`config.mk`:
```
export PLATFORM = sky130hd
export DESIGN_NAME = led_scan_controller
export DESIGN_NICKNAME = d
export VERILOG_FILES = /design/src/rtl/led_scan_controller.sv
export SDC_FILE = /design/constraint.sdc
export NUM_CORES = 1
export LEC_CHECK = 0
export CAP_MARGIN = 20
export CORE_ASPECT_RATIO = 1.25
export CORE_MARGIN = 2
export CORE_UTILIZATION = 48
export DETAILED_ROUTE_END_ITERATION = 8
export HOLD_SLACK_MARGIN = 0.03
export PLACE_DENSITY = 0.74
export SYNTH_ARGS = -nofsm -noshare
export SYNTH_HDL_FRONTEND = slang
export SYNTH_SLANG_ARGS = --single-unit
```
`constraint.sdc`:
```
create_clock -name clk -period 1.73 [get_ports clk]
set_clock_uncertainty 0.2 [all_clocks]
set_input_delay 0.4325 -clock clk [delete_from_list [all_inputs] [get_ports clk]]
set_output_delay 0.4325 -clock clk [all_outputs]
set_load 0.01 [all_outputs]
```
`src/rtl/led_scan_controller.sv`:
```
// Four-digit multiplexed seven-segment scanner with a host-written shadow buffer.
// The shadow buffer is copied atomically to the displayed buffer on frame boundaries.
module led_scan_controller #(
  parameter int PRESCALE = 16,
  parameter int BLANK    = 2
) (
  input  logic       clk,
  input  logic       reset,
  input  logic       wr_en,
  input  logic [1:0] wr_addr,
  input  logic [3:0] wr_data,
  input  logic       commit,
  output logic       commit_pending,
  output logic [3:0] char_out,
  output logic [3:0] an,
  output logic [1:0] digit_sel,
  output logic       frame_tick
);

  localparam int              CW       = (PRESCALE > 2) ? $clog2(PRESCALE) : 1;
  localparam logic [CW-1:0]   CNT_LAST = CW'(PRESCALE - 1);
  localparam logic [3:0]      DASH     = 4'b1010;

  logic [CW-1:0]   cnt_reg, cnt_next;
  logic [1:0]      digit_sel_reg, digit_sel_next;
  logic            commit_pending_reg, commit_pending_next;
  logic [3:0][3:0] shadow_reg, shadow_next;
  logic [3:0][3:0] active_reg, active_next;

  logic slot_end;
  logic boundary;
  logic apply;
  logic blank;

  assign slot_end = (cnt_reg == CNT_LAST);
  assign boundary = slot_end && (digit_sel_reg == 2'd3);
  // A commit arriving on the boundary itself is applied immediately, never queued.
  assign apply    = boundary && (commit_pending_reg || commit);

  always_comb begin
    cnt_next            = cnt_reg + CW'(1);
    digit_sel_next      = digit_sel_reg;
    commit_pending_next = commit_pending_reg;
    if (slot_end) begin
      cnt_next       = '0;
      digit_sel_next = digit_sel_reg + 2'd1;
    end
    if (boundary) begin
      commit_pending_next = 1'b0;
    end else if (commit) begin
      commit_pending_next = 1'b1;
    end
  end

  // Snapshot uses shadow_next so a write landing on the boundary edge is included.
  generate
    for (genvar gi = 0; gi < 4; gi++) begin : g_entry
      assign shadow_next[gi] = (wr_en && (wr_addr == 2'(gi))) ? wr_data : shadow_reg[gi];
      assign active_next[gi] = apply ? shadow_next[gi] : active_reg[gi];
    end
  endgenerate

  always_ff @(posedge clk) begin
    if (reset) begin
      cnt_reg            <= '0;
      digit_sel_reg      <= 2'd0;
      commit_pending_reg <= 1'b0;
      shadow_reg         <= {4{DASH}};
      active_reg         <= {4{DASH}};
    end else begin
      cnt_reg            <= cnt_next;
      digit_sel_reg      <= digit_sel_next;
      commit_pending_reg <= commit_pending_next;
      shadow_reg         <= shadow_next;
      active_reg         <= active_next;
    end
  end

  generate
    if (BLANK == 0) begin : g_noblank
      assign blank = 1'b0;
    end else begin : g_blank
      assign blank = (cnt_reg < CW'(BLANK));
    end
  endgenerate

  generate
    for (genvar gi = 0; gi < 4; gi++) begin : g_an
      assign an[gi] = blank || (digit_sel_reg != 2'(gi));
    end
  endgenerate

  assign char_out       = active_reg[digit_sel_reg];
  assign digit_sel      = digit_sel_reg;
  assign commit_pending = commit_pending_reg;
  assign frame_tick     = boundary;

endmodule

```
==> results_dict.tcl, run 1 <==
set metrics [dict create \
    routedWlPerCell_um 14.86 \
    cts_made_buffers 5 \
    ys_types 28 \
    clockBufferDepth 2 \
    synth_edf_count 0 \
    yosys_warnings 0 \
    netlist.area_leader.share 0.4681 \
    fillers 241 \
    grt_use_met2 0.3320 \
    start_kind "register" \
    portBuffers 21 \
    tightest_slew_ns 0.3175 \
    path_max_fanout 5 \
    core_area_mm2 0.003252 \
    status "complete, but fails checks" \
    htree_levels 2 \
    setup_slack_ns -0.2638 \
    grt_first_pass_wirelength_um 5782 \
    hold_path_class "register to register" \
    worstHoldStart "shadow_reg[1]" \
    rows 23 \
    setup_viol 17 \
    synth-async-reset-ratio 0 \
    avgSynthCellArea_um2 10.83 \
    utilization 0.6907 \
    clock_sinks 39 \
    grt_setup_unrepaired "true" \
    cap_violations 0 \
    period_needed_ns 1.994 \
    antenna_left 0 \
    required_ns 1.10 \
    cts_root_buf "clkbuf_8" \
    fin_nets 213 \
    die_w_um 56.73 \
    die-area_mm2 0.003965 \
    grt_use_total 0.1870 \
    route.detailed.drc 0 \
    syn_nets 169 \
    r2r_start "digit_sel[1]" \
    syn_to_final_growth_pct 34.66 \
    slew_headroom 0.7823 \
    crit_path_end_kind "output pin" \
    hold_viol_final 0 \
    violations "negative setup slack" \
    hold_buffers 0 \
    slew_violations 0 \
    firstDrtPassIters 4 \
    worstSetupStartpoint "digit_sel[1]" \
    io_pins 22 \
    gp_congestion 0.7330 \
    multi_input_area_um2 870.8 \
    synth_area_mm2 0.001668 \
    grt_pass1_vias 1287 \
    yosys-top-cells-area "dfxtp_1 (47%), mux2i_1 (10%), a211oi_2 (6.0%)" \
    drive_above_1_share 0.3668 \
    clk_pin_slew_worst_paths_ns 0.07 \
    synthCells 154 \
    fmax_ghz 0.5015 \
    initial_core_util 0.5129 \
    drt_iter0_drc 43 \
    antenna_found_initial 0 \
    arrival_ns 1.36 \
    period_share 1.153 \
    ys.flop_type "dfxtp_1" \
    criticalPathCategory "register to output pin" \
    grt_max_degree 28 \
    seqCellArea_um2 789.5 \
    wl_um 3508 \
    clk_latency_ns 0.28 \
    antenna_cells 0 \
    yosysSeqAreaShare 0.4681 \
    p_leak_nw 0.9099 \
    vias 1260 \
    met1_usage 0.2075 \
    grt_remaining_overflow 0 \
    synth_area_leader_cell "dfxtp_1" \
    dp_hpwl_um 2526 \
    preCtsSetupSlack_ns -0.3327 \
    routed_via_density 5.339 \
    globalRouteMet3Util 0.04630 \
    peakVddDrop_v 0.0008691 \
    busiest_layer "met2" \
    die_y_um 69.91 \
    pwr_density_cell_mw_per_mm2 822.0 \
    cts_tree "done" \
    synth-seq-cells 39 \
]
[cell type report]
type | count | share of cell area
multi-input cells | 102 | 0.3877
flip-flops and latches | 39 | 0.3515
repair buffers | 47 | 0.1827
clock buffers | 6 | 0.03677
well taps | 37 | 0.02061
clock inverters | 2 | 0.01560
inverters | 3 | 0.005014
[worst max-delay path, stage by stage, from the launching register on]
cell and delay, ns:
dfxtp_4 0.40, mux4_2 0.54, buf_6 0.14
[what timing repair did]
item,in CTS,in global routing
cloned,0,0
hold endpoints to repair,0,0
setup buffers,2,4
resized for setup,52,20
pin swaps,2,2
endpoints found under the setup margin,24,37
[layout by cell type, fill, tap and decap left out, types with 2 or more instances in the layout]
cell	netlist	routed
dfxtp_1	39	36
buf_4	1	21
nor2_1	20	20
mux2i_1	17	14
buf_6	2	11
a21oi_1	10	10
a211oi_2	8	8
nand2b_1	8	8
a22oi_1	8	7
clkbuf_8	0	6
clkdlybuf4s50_1	0	6
mux4_2	4	4
nand2_1	5	3
mux2i_2	0	3
ha_1	5	3
dlygate4sd2_1	0	3
buf_2	0	3
inv_2	0	2
nand2_2	0	2
nand3b_1	2	2
nor3b_4	2	2
xnor2_1	2	2
nor3_1	2	2
ha_4	0	2
dfxtp_4	0	2
[layer usage]
metal | wire length [um] | vias up
met4 | 46 | 0
li1 | - | 628
met5 | 0 | -
met1 | 1421 | 604
met2 | 1914 | 22
met3 | 126 | 6
[synth_stat cells (all sizes together) (2+ instances only)]
library cell and n:
a211oi 8, a21oi 10, a22oi 8, buf 4, clkbuf 6, dfxtp 39, ha 5, inv 3
mux2i 17, mux4 4, nand2 5, nand2b 8, nand3b 2, nor2 20, nor3 2, nor3b 3
xnor2 2
[stage by stage]
step	std cells	total power, W	TNS (ns)	hold WS [ns]	cell area, um2
CTS	232	0.001861	-2.198	0.2892	2177
detailed placement	222	0.001104	-11.00	0.2725	2021
global route	236	0.001916	-2.649	0.3211	2246
global placement	222	0.001094	-9.060	0.2611	2021
floorplan	154	0.001026	0	0.2425	1690
finish	236	0.001846	-1.781	0.2821	2246
[logic make-up (layout without fill, tap and decap cells)]
group | Yosys count | count (layout) | share of synthesized area
AOI/OAI and AO/OA | 27 | 27 | 0.1290
xor gates and xnor gates | 2 | 2 | 0.01050
adders and majority gates | 5 | 5 | 0.03751
buffers and inverters | 13 | 58 | 0.04051
DFF | 39 | 39 | 0.4681
muxes | 21 | 21 | 0.1560
and+or+nand+nor | 47 | 47 | 0.1583
[where the power goes]
part	internal [W]	switching, W
sequential	0.000915	0.00000923
combinational	0.0000770	0.0000812
clock	0.000466	0.000298
[worst paths after layout]
kind                                        to  slack [ns]  cells after the start
worst max register to register  active_reg[11]       -0.03                      7
worst min-delay path             shadow_reg[1]        0.28                      2
worst min register to register   shadow_reg[1]        0.28                      2
worst max-delay path               char_out[0]       -0.26                      2
Note: power is estimated with default switching activity, not from simulation.
==> run 2, diff against run 1 <==
--- a/config.mk
+++ b/config.mk
@@ -12,6 +12,7 @@
 export DETAILED_ROUTE_END_ITERATION = 8
 export HOLD_SLACK_MARGIN = 0.03
 export PLACE_DENSITY = 0.74
+export SKIP_LAST_GASP = 1
 export SYNTH_ARGS = -nofsm -noshare
 export SYNTH_HDL_FRONTEND = slang
 export SYNTH_SLANG_ARGS = --single-unit
==> run 2 against run 1 <==
Net effect:
- the run still ends with negative setup slack left
- first-iteration DRC count increased by 9.3%
- critical path depth unchanged
- via count decreased by 0.16%
- count of clock-buffer cells in the layout unchanged
- clock power about the same
- power increased by 0.12%
- sequential cell count unchanged
- sequential power about the same
- cell area increased by 0.11%
- die area unchanged
- largest cell class unchanged
==> results_dict.tcl, run 2 (synthesis gave the netlist of run 1 again) <==
set metrics [dict create \
    slew_violations 0 \
    fmax_ghz 0.5017 \
    final_cell_mix "dfxtp_1 (36), buf_4 (21), nor2_1 (20)" \
    grt_setup_unrepaired "true" \
    required_ns 1.10 \
    htree_levels 2 \
    setup_viol 17 \
    crit_path_end_kind "output pin" \
    clock_sinks 39 \
    fin_nets 213 \
    hold_viol_final 0 \
    preCtsSetupSlack_ns -0.3327 \
    antenna_left 0 \
    p_leak_nw 0.9144 \
    die_w_um 56.73 \
    status "complete, but fails checks" \
    tightest_slew_ns 0.3175 \
    grt_use_total 0.1874 \
    cts_tree "done" \
    cts_root_buf "clkbuf_8" \
    route.detailed.drc 0 \
    slowest_stage "mux4_2" \
    power.total_w 0.001848 \
    antenna_found_initial 0 \
    die_y_um 69.91 \
    antenna_cells 0 \
    rows 23 \
    slowest_delay_ns 0.53 \
    clk_pin_slew_worst_paths_ns 0.07 \
    start_kind "register" \
    core_area_mm2 0.003252 \
    portBuffers 21 \
    clk_latency_ns 0.28 \
    violations "negative setup slack" \
    drt_iter0_drc 47 \
    arrival_ns 1.36 \
    setup_slack_ns -0.2632 \
    dp_hpwl_um 2526 \
    firstDrtPassIters 4 \
    die-area_mm2 0.003965 \
    criticalPathCategory "register to output pin" \
    clockBufferDepth 2 \
    grt_first_pass_wirelength_um 5802 \
    slew_headroom 0.7823 \
    grt_max_degree 28 \
    vias 1258 \
    period_needed_ns 1.993 \
    dpl.cell_count 222 \
    routed_via_density 5.331 \
    routedWlPerCell_um 14.86 \
    hold_path_class "register to register" \
    grt_pass1_vias 1295 \
    gp_congestion 0.7330 \
    io_pins 22 \
    grt_remaining_overflow 0 \
    syn_to_final_growth_pct 34.81 \
    drive_above_1_share 0.3568 \
    initial_core_util 0.5129 \
    pwr_density_cell_mw_per_mm2 822.0 \
    period_share 1.152 \
    wl_um 3508 \
    peakVddDrop_v 0.0008695 \
    path_max_fanout 5 \
    final_common_cell "dfxtp_1" \
    fin_cells 236 \
    cap_violations 0 \
    path_cells "mux4_2 > buf_6" \
    cts_made_buffers 5 \
]
==> run 2: timing repair <==
item / CTS / global route
gates resized for setup: 51 / 15
buffers inserted: 2 / 4
pin swaps: 2 / 2
endpoints found under the setup margin: 24 / 37
cloned: 0 / 0
hold buffers: 0 / 0
==> run 2: metal layers <==
layer	up-vias	global-route usage	part of all wire
li1	628	-	-
met1	602	0.2087	0.41
met2	22	0.3320	0.54
met3	6	0.04630	0.034
met4	0	0.07937	0.013
met5	-	0	0
==> run 2: cell type report <==
class | count | area [um2]
fill | 240 | 1003
multi-input combinational | 102 | 868.3
sequential | 39 | 789.5
timing repair buffer | 47 | 415.4
clock buffer | 6 | 82.58
tap | 37 | 46.29
clock inverter | 2 | 35.03
inverter | 3 | 11.26
==> run 2: worst paths after layout <==
path / endpoint / depth (start not counted) / slack [ns] / from
min reg2reg: shadow_reg[1] / 2 / 0.28 / shadow_reg[1]
max: char_out[0] / 2 / -0.26 / digit_sel[1]
max reg2reg: active_reg[11] / 7 / -0.02 / digit_sel[1]
min: shadow_reg[1] / 2 / 0.28 / shadow_reg[1]
==> run 2: critical path: cells and delay by family (launching register included) <==
family	cells	cell delay [ns]
buffers and inverters	1	0.14
flip-flops	1	0.40
multiplexers	1	0.53
==> run 2: report_power, final <==
part	internal, W	switching, W
sequential	0.000915	0.00000923
clock	0.000466	0.000298
combinational	0.0000795	0.0000808
total	0.00146	0.000388
==> run 2: through the flow <==
stage	util	hold slack, ns	TNS, ns	area, um2
after floorplan	-	0.2425	0	1690
after global placement	0.6214	0.2611	-9.060	2021
after detailed placement	0.6214	0.2725	-11.00	2021
after CTS	0.6676	0.2892	-2.201	2171
after global routing	0.6914	0.3211	-2.871	2248
final	0.6914	0.2821	-1.976	2248
